## config.mk

```make
export PLATFORM = sky130hd
export DESIGN_NAME = pulse_stretch_mc_flat
export DESIGN_NICKNAME = d
export VERILOG_FILES = /design/src/rtl/pulse_stretch_mc_if.sv /design/src/rtl/pulse_stretch_mc.sv /design/src/flat_wrapper.sv
export SDC_FILE = /design/constraint.sdc
export NUM_CORES = 1
export LEC_CHECK = 0
export CORE_ASPECT_RATIO = 0.5
export CORE_MARGIN = 2
export CORE_UTILIZATION = 65
export CTS_CLUSTER_SIZE = 14
export DETAILED_ROUTE_END_ITERATION = 7
export GPL_ROUTABILITY_DRIVEN = 0
export PLACE_DENSITY_LB_ADDON = 0.1
export SYNTH_ARGS = -nofsm -noshare
export SYNTH_HDL_FRONTEND = slang
export SYNTH_SLANG_ARGS = --single-unit
```

## constraint.sdc

```tcl
create_clock -name clk -period 5 [get_ports clk]
set_input_delay 0.75 -clock clk [delete_from_list [all_inputs] [get_ports clk]]
set_output_delay 0.75 -clock clk [all_outputs]
set_load 0.02 [all_outputs]
```

## src/rtl/pulse_stretch_mc_if.sv

```systemverilog
// Trigger/hold/mode inputs and stretched-output bundle for pulse_stretch_mc.
// master drives triggers and configuration; slave is the stretcher.
interface pulse_stretch_mc_if #(
  parameter int unsigned CH    = 4,
  parameter int unsigned CNT_W = 26
);
  logic [CH-1:0]    trig_i;
  logic [CNT_W-1:0] hold_i;
  logic             mode_i;
  logic [CH-1:0]    led_o;
  logic [CH-1:0]    done_o;
  logic [CH-1:0]    busy_o;

  modport master (
    output trig_i, hold_i, mode_i,
    input  led_o, done_o, busy_o
  );

  modport slave (
    input  trig_i, hold_i, mode_i,
    output led_o, done_o, busy_o
  );
endinterface

```

## src/rtl/pulse_stretch_mc.sv

```systemverilog
// Multi-channel retriggerable / one-shot pulse stretcher with synchronised triggers.
// Define PULSE_STRETCH_GUARD_EN to add a post-expiry GUARD lockout of GUARD_T cycles.
module pulse_stretch_mc #(
  parameter int unsigned      CH        = 4,
  parameter int unsigned      CNT_W     = 26,
  parameter logic [CNT_W-1:0] T_DEFAULT = 26'h2FA_F080,
  parameter bit               EDGE_TRIG = 1'b1
`ifdef PULSE_STRETCH_GUARD_EN
  ,
  parameter int unsigned      GUARD_T   = 16
`endif
) (
  input logic               clk,
  input logic               n_rst,
  pulse_stretch_mc_if.slave bus
);

`ifdef PULSE_STRETCH_GUARD_EN
  typedef enum logic [1:0] {StIdle, StActive, StGuard} state_e;
  localparam logic [CNT_W-1:0] GuardLen = CNT_W'(GUARD_T);
`else
  typedef enum logic {StIdle, StActive} state_e;
`endif

  localparam logic [CNT_W-1:0] CntOne = CNT_W'(1);

  logic [CH-1:0]    s1_q, s2_q, s3_q;
  logic [CH-1:0]    trg;
  logic [CNT_W-1:0] hold_eff;
  state_e           state_q [CH];
  logic [CNT_W-1:0] cnt_q   [CH];
  logic [CH-1:0]    led_q, done_q, busy_q;

  always_comb begin
    trg      = EDGE_TRIG ? (s2_q & ~s3_q) : s2_q;
    hold_eff = (bus.hold_i != '0) ? bus.hold_i : T_DEFAULT;
  end

  always_ff @(posedge clk or negedge n_rst) begin
    if (!n_rst) begin
      s1_q   <= '0;
      s2_q   <= '0;
      s3_q   <= '0;
      led_q  <= '0;
      done_q <= '0;
      busy_q <= '0;
      for (int c = 0; c < CH; c++) begin
        state_q[c] <= StIdle;
        cnt_q[c]   <= '0;
      end
    end else begin
      s1_q   <= bus.trig_i;
      s2_q   <= s1_q;
      s3_q   <= s2_q;
      done_q <= '0;
      for (int c = 0; c < CH; c++) begin
        unique case (state_q[c])
          StIdle: begin
            if (trg[c]) begin
              state_q[c] <= StActive;
              cnt_q[c]   <= hold_eff;
              led_q[c]   <= 1'b1;
              busy_q[c]  <= 1'b1;
            end
          end
          StActive: begin
            if (trg[c] && bus.mode_i) begin
              // Reload wins over expiry so a retrigger on the last cycle leaves no gap.
              cnt_q[c] <= hold_eff;
            end else if (cnt_q[c] == CntOne) begin
              done_q[c] <= 1'b1;
              led_q[c]  <= 1'b0;
`ifdef PULSE_STRETCH_GUARD_EN
              if (GuardLen != '0) begin
                state_q[c] <= StGuard;
                cnt_q[c]   <= GuardLen;
                busy_q[c]  <= 1'b1;
              end else begin
                state_q[c] <= StIdle;
                cnt_q[c]   <= '0;
                busy_q[c]  <= 1'b0;
              end
`else
              state_q[c] <= StIdle;
              cnt_q[c]   <= '0;
              busy_q[c]  <= 1'b0;
`endif
            end else begin
              cnt_q[c] <= cnt_q[c] - CntOne;
            end
          end
`ifdef PULSE_STRETCH_GUARD_EN
          StGuard: begin
            if (cnt_q[c] == CntOne) begin
              state_q[c] <= StIdle;
              cnt_q[c]   <= '0;
              busy_q[c]  <= 1'b0;
            end else begin
              cnt_q[c] <= cnt_q[c] - CntOne;
            end
          end
`endif
          default: begin
            state_q[c] <= StIdle;
            cnt_q[c]   <= '0;
            led_q[c]   <= 1'b0;
            busy_q[c]  <= 1'b0;
          end
        endcase
      end
    end
  end

  assign bus.led_o  = led_q;
  assign bus.done_o = done_q;
  assign bus.busy_o = busy_q;

endmodule

```

## src/flat_wrapper.sv

```systemverilog
// flat-port wrapper written by rule: the top's interface ports become plain ports
module pulse_stretch_mc_flat 
#(
  parameter int unsigned      CH        = 4,
  parameter int unsigned      CNT_W     = 26,
  parameter logic [CNT_W-1:0] T_DEFAULT = 26'h2FA_F080,
  parameter bit               EDGE_TRIG = 1'b1

)
  (clk, n_rst, bus_trig_i, bus_hold_i, bus_mode_i, bus_led_o, bus_done_o, bus_busy_o);
  pulse_stretch_mc_if #(.CH(CH), .CNT_W(CNT_W)) bus_i ();
  input logic clk;
  input logic n_rst;
  input wire logic [$bits(bus_i.trig_i)-1:0] bus_trig_i;
  input wire logic [$bits(bus_i.hold_i)-1:0] bus_hold_i;
  input wire logic [$bits(bus_i.mode_i)-1:0] bus_mode_i;
  output wire logic [$bits(bus_i.led_o)-1:0] bus_led_o;
  output wire logic [$bits(bus_i.done_o)-1:0] bus_done_o;
  output wire logic [$bits(bus_i.busy_o)-1:0] bus_busy_o;
  assign bus_i.trig_i = bus_trig_i;
  assign bus_i.hold_i = bus_hold_i;
  assign bus_i.mode_i = bus_mode_i;
  assign bus_led_o = bus_i.led_o;
  assign bus_done_o = bus_i.done_o;
  assign bus_busy_o = bus_i.busy_o;
  pulse_stretch_mc #(.CH(CH), .CNT_W(CNT_W), .T_DEFAULT(T_DEFAULT), .EDGE_TRIG(EDGE_TRIG)) u_core (.clk(clk), .n_rst(n_rst), .bus(bus_i));
endmodule
```

; Word-level counts from Yosys, hierarchy flattened
; Cells that the tools add are included.
; Widths: inputs -> output; s select.
[op_classes]
add_sub_neg = 4
n_eq_ne = 16
n_mux = 61
bitwise_logic = 6
reduce_logical = 9
[ops]
columns = cell, n
row1 = $mux 26, 13
row2 = $pmux 26 s2, 4
row3 = $eq 26x1->1 const B, 4
row4 = $sub 26x1->26 const B, 4
row5 = $mux 1, 36
row6 = $reduce_bool 26->1, 1
row7 = $ne 2x2->1 const B, 8
row8 = $pmux 1 s2, 8
row9 = $reduce_and 3->1, 4
row10 = $ne 2x1->1 const B, 4
row11 = $and 4x4->4, 1
row12 = $logic_and 1x1->1, 4
row13 = $not 1->1, 4
row14 = $not 4->4, 1
[word_totals]
reg_bits = 128
output_inout_bits = 12

; Depth between registers and ports, before layout
; Gate-level depths: netlist (run 1).
[depth]
depth_word = 5
ltp_mapped = 8

; Worst setup path before layout (run 1)
; Ideal clock, no wire load.
[synth_timing]
path_type = register to register
start = reg u_core.cnt_q[52] (netlist name)
end = reg u_core.cnt_q[66] (netlist name)
arrival_time_ns = 2.130
t_required_ns = 4.856
slack_ns = 2.726
stages_incl_launch_ff = 9
cell_sequence = dfrtp_1 -> inv_1 -> ha_1 -> or4b_2 -> clkbuf_1 -> nor4_2 -> nand2_1 -> xor2_1 -> o221ai_1
[synth_via]
elab_chain_cells = 4
[synth_lines]
columns = element, line
row1 = "start, declared", pulse_stretch_mc.sv:31  ; logic [CNT_W-1:0] cnt_q [CH];
row2 = "start signal, assigned by index", pulse_stretch_mc.sv:61  ; cnt_q[c] <= hold_eff;
row3 = "start signal, assigned by index", pulse_stretch_mc.sv:69  ; cnt_q[c] <= hold_eff;
row4 = "start signal, assigned by index", pulse_stretch_mc.sv:89  ; cnt_q[c] <= cnt_q[c] - CntOne;
row5 = $sub 26x1->26 or $eq 26x1->1 (tied branches), "pulse_stretch_mc.sv:89, pulse_stretch_mc.sv:70"
row6 = $mux 26 (*), pulse_stretch_mc.sv:70  ; end else if (cnt_q[c] == CntOne) begin
row7 = $mux 26 (*), pulse_stretch_mc.sv:67  ; if (trg[c] && bus.mode_i) begin
row8 = $pmux 26 s2 (*), pulse_stretch_mc.sv:57  ; unique case (state_q[c])
; Every way passes the cells marked *; elsewhere a longest branch is shown, timed or not.
; A chain may end at the register's enable or synchronous reset.

; Final worst setup path (run 1)
[layout_timing]
start = reg u_core.cnt_q[64] (netlist name)
end = reg u_core.cnt_q[60] (netlist name)
[layout_via]
elab_chain_cells = 4
[layout_lines]
columns = element, line
row1 = $eq 26x1->1, pulse_stretch_mc.sv:70
row2 = $mux 26, pulse_stretch_mc.sv:70
row3 = $mux 26, pulse_stretch_mc.sv:67
row4 = $pmux 26 s2, pulse_stretch_mc.sv:57
; Every way passes these cells.

==> results by group, run 1 <==
Global routing
  • Congestion Overflow GR: 0
  • Initial antenna violation count: 0
  • Largest net degree at the start of global routing: 97
  • First-pass GRT wire length: 40960 um
  • Total Routing Usage GR: 40.93%
  • Vias in the first global route: 7637

Worst setup path
  • CP Max Fanout: 23
  • Critical path launch point type: flip-flop
  • Kind of critical path: flip-flop to flip-flop
  • Crit path largest cell delay: 1.08 ns
  • Crit path DAT: 3.84 ns
  • WP data required: roughly 5.3 ns
  • R2R depth: 5
  • CP Capture Type: flip-flop
  • Cells along the critical path: nor4_1, nand4_1, o31ai_4, o21ai_0, a221o_1
  • Crit path max-delay cell type: o31ai_4

Floorplanning
  • Initial core utilization: 66.73%
  • Die X: approximately 160 um
  • Placement Rows: 28
  • Io pins: 45
  • Die Y: roughly 80 um
  • Die Area: 0.01307 mm^2
  • Core area: 0.01181 mm^2

Finish
  • N_diodes: 0
  • Layout Utilization: between 70% and 80%
  • Layout cells sized above 1: under 10%
  • Final net count: 1017
  • Fin area: approximately 0.0090 mm^2
  • Non-Filler Instances: 1154
  • Area growth from synthesis to layout: 14.64%

Run
  • Max-Cap Viols: 0

Timing
  • Min Tclk post-route: 3.537 ns
  • Hold_ws: 0.3545 ns
  • Max-slew headroom: 30.26%
  • Final number of setup-violating endpoints: 0
  • RSZ-0062 raised after global routing: false
  • Final setup TNS: 0 ns
  • Max Fclk: 282.7 MHz
  • Least-Margin Pin Slew: 1.044 ns
  • Slew Limit Fails: 0
  • Clk_skew: approximately 0.0080 ns
  • PnR worst setup slack: about 1.5 ns
  • Final Hold Viols: 0
  • Fin crit share: 70.74%

Drt
  • DR WL/cell: roughly 23 um
  • DRC Markers: 0
  • Final wirelength: approximately 26000 um
  • Via density: a little over 7
  • Drt pass-1 iters: 7
  • DRT iter0 DRCs: 1511
  • Final ANT Viol Nets: 0
  • Total number of vias: 8341

Hold path
  • Hold Path Stages: 0
  • HP Class: flip-flop to flip-flop

Pwr
  • Comb pwr share: a little over a fifth
  • Sw Share: ~34%
  • Clk pwr share: 36.0%
  • Leakage: 3.497 nW
  • Psw: 1.255 mW
  • Sequential share of power: 42.6%
  • Pwr Total: 3.695 mW
  • Pwr dens: 409.1 mW/mm^2
  • Peak supply drop: 0.2260 mV
  • Power Internal: 2.440 mW

Placement
  • Post-placement cell count: 1122
  • Cell area after placement: roughly 0.0084 mm^2
  • Port Buffers: 44
  • HPWL Detailed: roughly 17000 um
  • Setup WS pre-CTS: about 1.6 ns

Yosys
  • Mapped Cells: around 950
  • Synth Flop Type: dfrtp_1
  • Sequential share of the synthesized area: 40.65%
  • Synth warnings: 0
  • Area leader, netlist: dfrtp_1
  • Yosys top cell area share: 40.65%
  • FFs w/ async S/R, synth: 100.0%
  • Ranking of synthesized cells by area: dfrtp_1, nor2_1, o21ai_0, a21oi_1, nand2_1
  • Syn_area_per_cell: about 8.3 um^2
  • Synthesis-stage register bit count: 128
  • Syn_nets: 990
  • Post-Syn Area: 0.007879 mm^2
  • Netlist cell types: 70
  • Post-synth EDFFs: 0

CTS
  • CTS Root Cell: clkbuf_16
  • Clock buffer depth: 2
  • Postcts setup bufs: 0
  • Clk Latency, worst-skew pair: 0.42 ns
  • CTS tree: yes
  • Clock slew at reported path FFs: 0.06 ns
  • Cts-stage hold buffer count: 0
  • H-Tree Depth: 4
  • Total CTS buffers: 17
  • Resized cells post-CTS: 0
  • Clock sinks: 128

Outcome
  • Status: completed
-- flip-flops by register name (all words and copies together), names as in the netlist --
signal,cells
u_core.bus.done_o,4
u_core.bus.led_o,2
u_core.bus.busy_o,2
u_core.s2_q,4
u_core.cnt_q,104
u_core.s1_q,4
u_core.s3_q,4
u_core.state_q,4
-- layout by cell type, fill, tap and decap left out, drive strengths merged, types with 8 or more instances in the layout --
cell type	Yosys	routed
and3	8	8
nand2b	11	11
nor3	36	36
o22a	13	13
xnor2	12	12
clkbuf	34	23
inv	36	36
nor2	135	135
o211ai	12	12
o21ai	88	88
o21a	21	21
nand4	10	10
o221ai	19	19
o31a	8	8
buf	13	12
nand3	23	23
nand2	78	78
nor4	47	47
ha	8	8
a21oi	73	73
or3	13	13
clkdlybuf4s50	0	43
xor2	13	13
dfrtp	128	128
-- critical path, delay by kind of cell (launching register included) --
kind	cells	cell delay, ns
AOI/OAI and AO/OA	3	1.66
and+or+nand+nor	2	1.33
DFF	1	0.43
-- path summary, 6_finish.rpt --
| path | startpoint | endpoint | slack, ns |
|---|---|---|---|
| setup / recovery | u_core.cnt_q[64] | u_core.cnt_q[60] | 1.46 |
| hold / removal | u_core.s1_q[2] | u_core.s2_q[2] | 0.35 |
| setup reg to reg | u_core.cnt_q[64] | u_core.cnt_q[60] | 1.46 |
| hold reg to reg | u_core.s1_q[2] | u_core.s2_q[2] | 0.35 |
| max in group asynchronous | n_rst | u_core.cnt_q[85] | 3.53 |
| min in group asynchronous | n_rst | u_core.cnt_q[56] | 0.39 |
-- synth_stat cells, drive strengths merged, types with 5 or more instances --
cell      n
nor2    135
dfrtp   128
o21ai    88
nand2    78
a21oi    73
nor4     47
inv      36
nor3     36
clkbuf   34
nand3    23
o21a     21
o221ai   19
buf      13
o22a     13
or3      13
xor2     13
o211ai   12
xnor2    12
nand2b   11
nand4    10
and3      8
ha        8
o31a      8
a22oi     7
and2      7
nor2b     7
o31ai     7
or4       7
and4      5
nor4b     5
-- cells by family (layout without fill, tap and decap cells) --
logic type      count (synthesis)  count (layout)  share of synthesized area (%)
simple gates                  401             401                          25.09
compound gates                303             303                          25.71
flops                         128             128                          40.65
buf+inv                        83             123                          4.367
xor+xnor                       25              25                          2.779
fa+ha+maj                       8               8                          1.270
mux                             1               1                         0.1270
-- layout make-up --
type	instances	area (um^2)
multi-input cells	738	4337
flip-flops and latches	128	3203
fillers	831	2774
repair buffers	55	524.3
clock buffers	23	498.0
well taps	165	206.4
inverters	36	135.1
clock inverters	9	128.9
-- power by group through the flow --
stage / clock network [mW] / logic (mW) / registers (mW)
after floorplan: 0 / 0.566 / 1.48
after global routing: 1.37 / 0.865 / 1.60
after global placement: 0 / 0.720 / 1.55
after detailed placement: 0 / 0.752 / 1.56
after CTS: 1.33 / 0.766 / 1.55
final: 1.33 / 0.788 / 1.58
-- routing by layer --
metal	wire [um]	vias up	global-route usage, %	part of all wire (%)
met4	1377	0	22.09	5.3
met3	4045	151	16.36	15
met2	10920	702	61.04	42
met1	9865	3906	51.81	38
met5	0	-	0	0
li1	-	3582	-	-
(Power assumes the default switching activity.)
==> inputs of run 2 (changes only) <==
--- a/config.mk
+++ b/config.mk
@@ -7,7 +7,7 @@
 export LEC_CHECK = 0
 export CORE_ASPECT_RATIO = 0.5
 export CORE_MARGIN = 2
-export CORE_UTILIZATION = 65
+export CORE_UTILIZATION = 61
 export CTS_CLUSTER_SIZE = 14
 export DETAILED_ROUTE_END_ITERATION = 7
 export GPL_ROUTABILITY_DRIVEN = 0
==> constraint.sdc (replaced) <==
create_clock -name clk -period 3.4 [get_ports clk]
set_input_delay 0.51 -clock clk [delete_from_list [all_inputs] [get_ports clk]]
set_output_delay 0.51 -clock clk [all_outputs]
set_load 0.02 [all_outputs]
==> results by group, run 2 (synthesis results as in run 1) <==
Outcome
  • Status: completed

Floorplanning
  • Placement Rows: 29
  • Die Area: 0.01390 mm^2
  • Initial core utilization: 62.40%
  • Die Y: between 80 and 90 um
  • Die X: 164.7 um
  • Core area: 0.01263 mm^2
  • Io pins: 45

CTS
  • Clock slew at reported path FFs: around 0.070 ns
  • Resized cells post-CTS: 0
  • Clock sinks: approximately 130
  • CTS tree: yes
  • CTS Root Cell: clkbuf_16
  • Postcts setup bufs: 0
  • Clock buffer depth: 2
  • H-Tree Depth: 4
  • Cts-stage hold buffer count: 0
  • Clk Latency, worst-skew pair: 0.43 ns
  • Total CTS buffers: 17

Pwr
  • Comb pwr share: 21.8%
  • Sequential share of power: 42.7%
  • Power Internal: 3.539 mW
  • Clk pwr share: 35.4%
  • Peak supply drop: 0.3403 mV
  • Psw: 1.867 mW
  • Sw Share: between 30% and 40%
  • Pwr dens: 584.9 mW/mm^2
  • Pwr Total: 5.406 mW
  • Leakage: between 3 and 4 nW

Worst setup path
  • CP Max Fanout: 11
  • CP Capture Type: flip-flop
  • R2R depth: 6
  • Kind of critical path: flip-flop to flip-flop
  • WP data required: 3.70 ns
  • Critical path launch point type: flip-flop
  • Crit path DAT: between 3 and 4 ns

Timing
  • Min Tclk post-route: 2.954 ns
  • Least-Margin Pin Slew: 0.8160 ns
  • Hold_ws: 0.1125 ns
  • RSZ-0062 raised after global routing: false
  • Final number of setup-violating endpoints: 0
  • Clk_skew: 0.01358 ns
  • Final setup TNS: 0 ns
  • Fin crit share: 86.87%
  • Max Fclk: approximately 340 MHz
  • Final Hold Viols: 0
  • Max-slew headroom: roughly 45%
  • Slew Limit Fails: 0

Drt
  • Via density: between 7 and 8
  • DRT iter0 DRCs: 1299
  • DRC Markers: 0
  • Total number of vias: around 8400
  • Drt pass-1 iters: 6
  • Final ANT Viol Nets: 0
  • Final wirelength: 26080 um
  • DR WL/cell: 22.01 um

Finish
  • Largest Register: u_core.cnt_q
  • Commonest non-fill, non-tap cells in the layout: nor2_1, dfrtp_1, o21ai_0
  • Layout cells sized above 1: 8.670%
  • Fillers: 951
  • N_diodes: 0
  • Final net count: approximately 1000
  • Multi-input gate area: between 0.004 and 0.005 mm^2
  • Leading cell type in the layout, fill and taps excluded: nor2_1
  • Max reg flops: between 100 and 150
  • Seq. cell area: 0.003203 mm^2
  • Area growth from synthesis to layout: 17.33%
  • Layout Utilization: 73.21%

Global routing
  • Vias in the first global route: 7673
  • Largest net degree at the start of global routing: 73
  • Initial antenna violation count: 0
  • Congestion Overflow GR: 0
  • First-pass GRT wire length: around 42000 um
  • Total Routing Usage GR: between 30% and 40%

Run
  • Max-Cap Viols: 0

Placement
  • Port Buffers: 44
  • HPWL Detailed: 17760 um

Hold path
  • HP Class: primary input to async pin
## run 2: routing by layer
metal	global-route usage, %	vias up	share of wire (%)
met5	0	-	0
li1	-	3640	-
met2	55.00	639	41
met1	55.48	3963	41
met4	17.87	0	4.5
met3	13.44	109	14
## run 2: final timing paths
kind / from / end / slack, ns
setup / recovery: u_core.cnt_q[9] / u_core.cnt_q[5] / 0.45
hold reg to reg: u_core.s1_q[0] / u_core.s2_q[0] / 0.35
max in group asynchronous: n_rst / u_core.cnt_q[16] / 2.50
setup reg to reg: u_core.cnt_q[9] / u_core.cnt_q[5] / 0.45
hold / removal: n_rst / u_core.cnt_q[71] / 0.11
min in group clk: u_core.s1_q[0] / u_core.s2_q[0] / 0.35
## run 2: worst max-delay path, stage by stage (launching register included)
cell and delay, ns:
dfrtp_1 0.45, nor4_1 0.74, nand2_1 0.46, o31ai_2 0.59, buf_4 0.29, a21oi_1 0.07
o22a_1 0.23
## run 2: power by group through the flow
| stage | Combinational, mW | Sequential, mW | Clock (mW) |
|---|---|---|---|
| 3_5_place_dp | 1.14 | 2.29 | 0 |
| 2_1_floorplan | 0.832 | 2.18 | 0 |
| 6_report | 1.18 | 2.31 | 1.92 |
| 5_1_grt | 1.29 | 2.36 | 2.00 |
| 4_1_cts | 1.15 | 2.28 | 1.91 |
| 3_3_place_gp | 1.09 | 2.28 | 0 |
## run 2: metrics by stage
step	setup WS [ns]	cells	area, um^2
after floorplan	1.126	949	7879
after global placement	0.7466	1154	8640
after detailed placement	0.6399	1154	8640
after CTS	0.6120	1185	9244
after global routing	0.2762	1185	9244
final	0.4463	1185	9244
## run 2: final cells by class
| class | count | area share, % |
|---|---|---|
| Clock buffer | 19 | 4.792 |
| Timing Repair Buffer | 82 | 8.135 |
| Tap cell | 170 | 2.301 |
| Inverter | 36 | 1.462 |
| Sequential cell | 128 | 34.65 |
| Clock inverter | 12 | 1.746 |
| Multi-Input combinational cell | 738 | 46.91 |
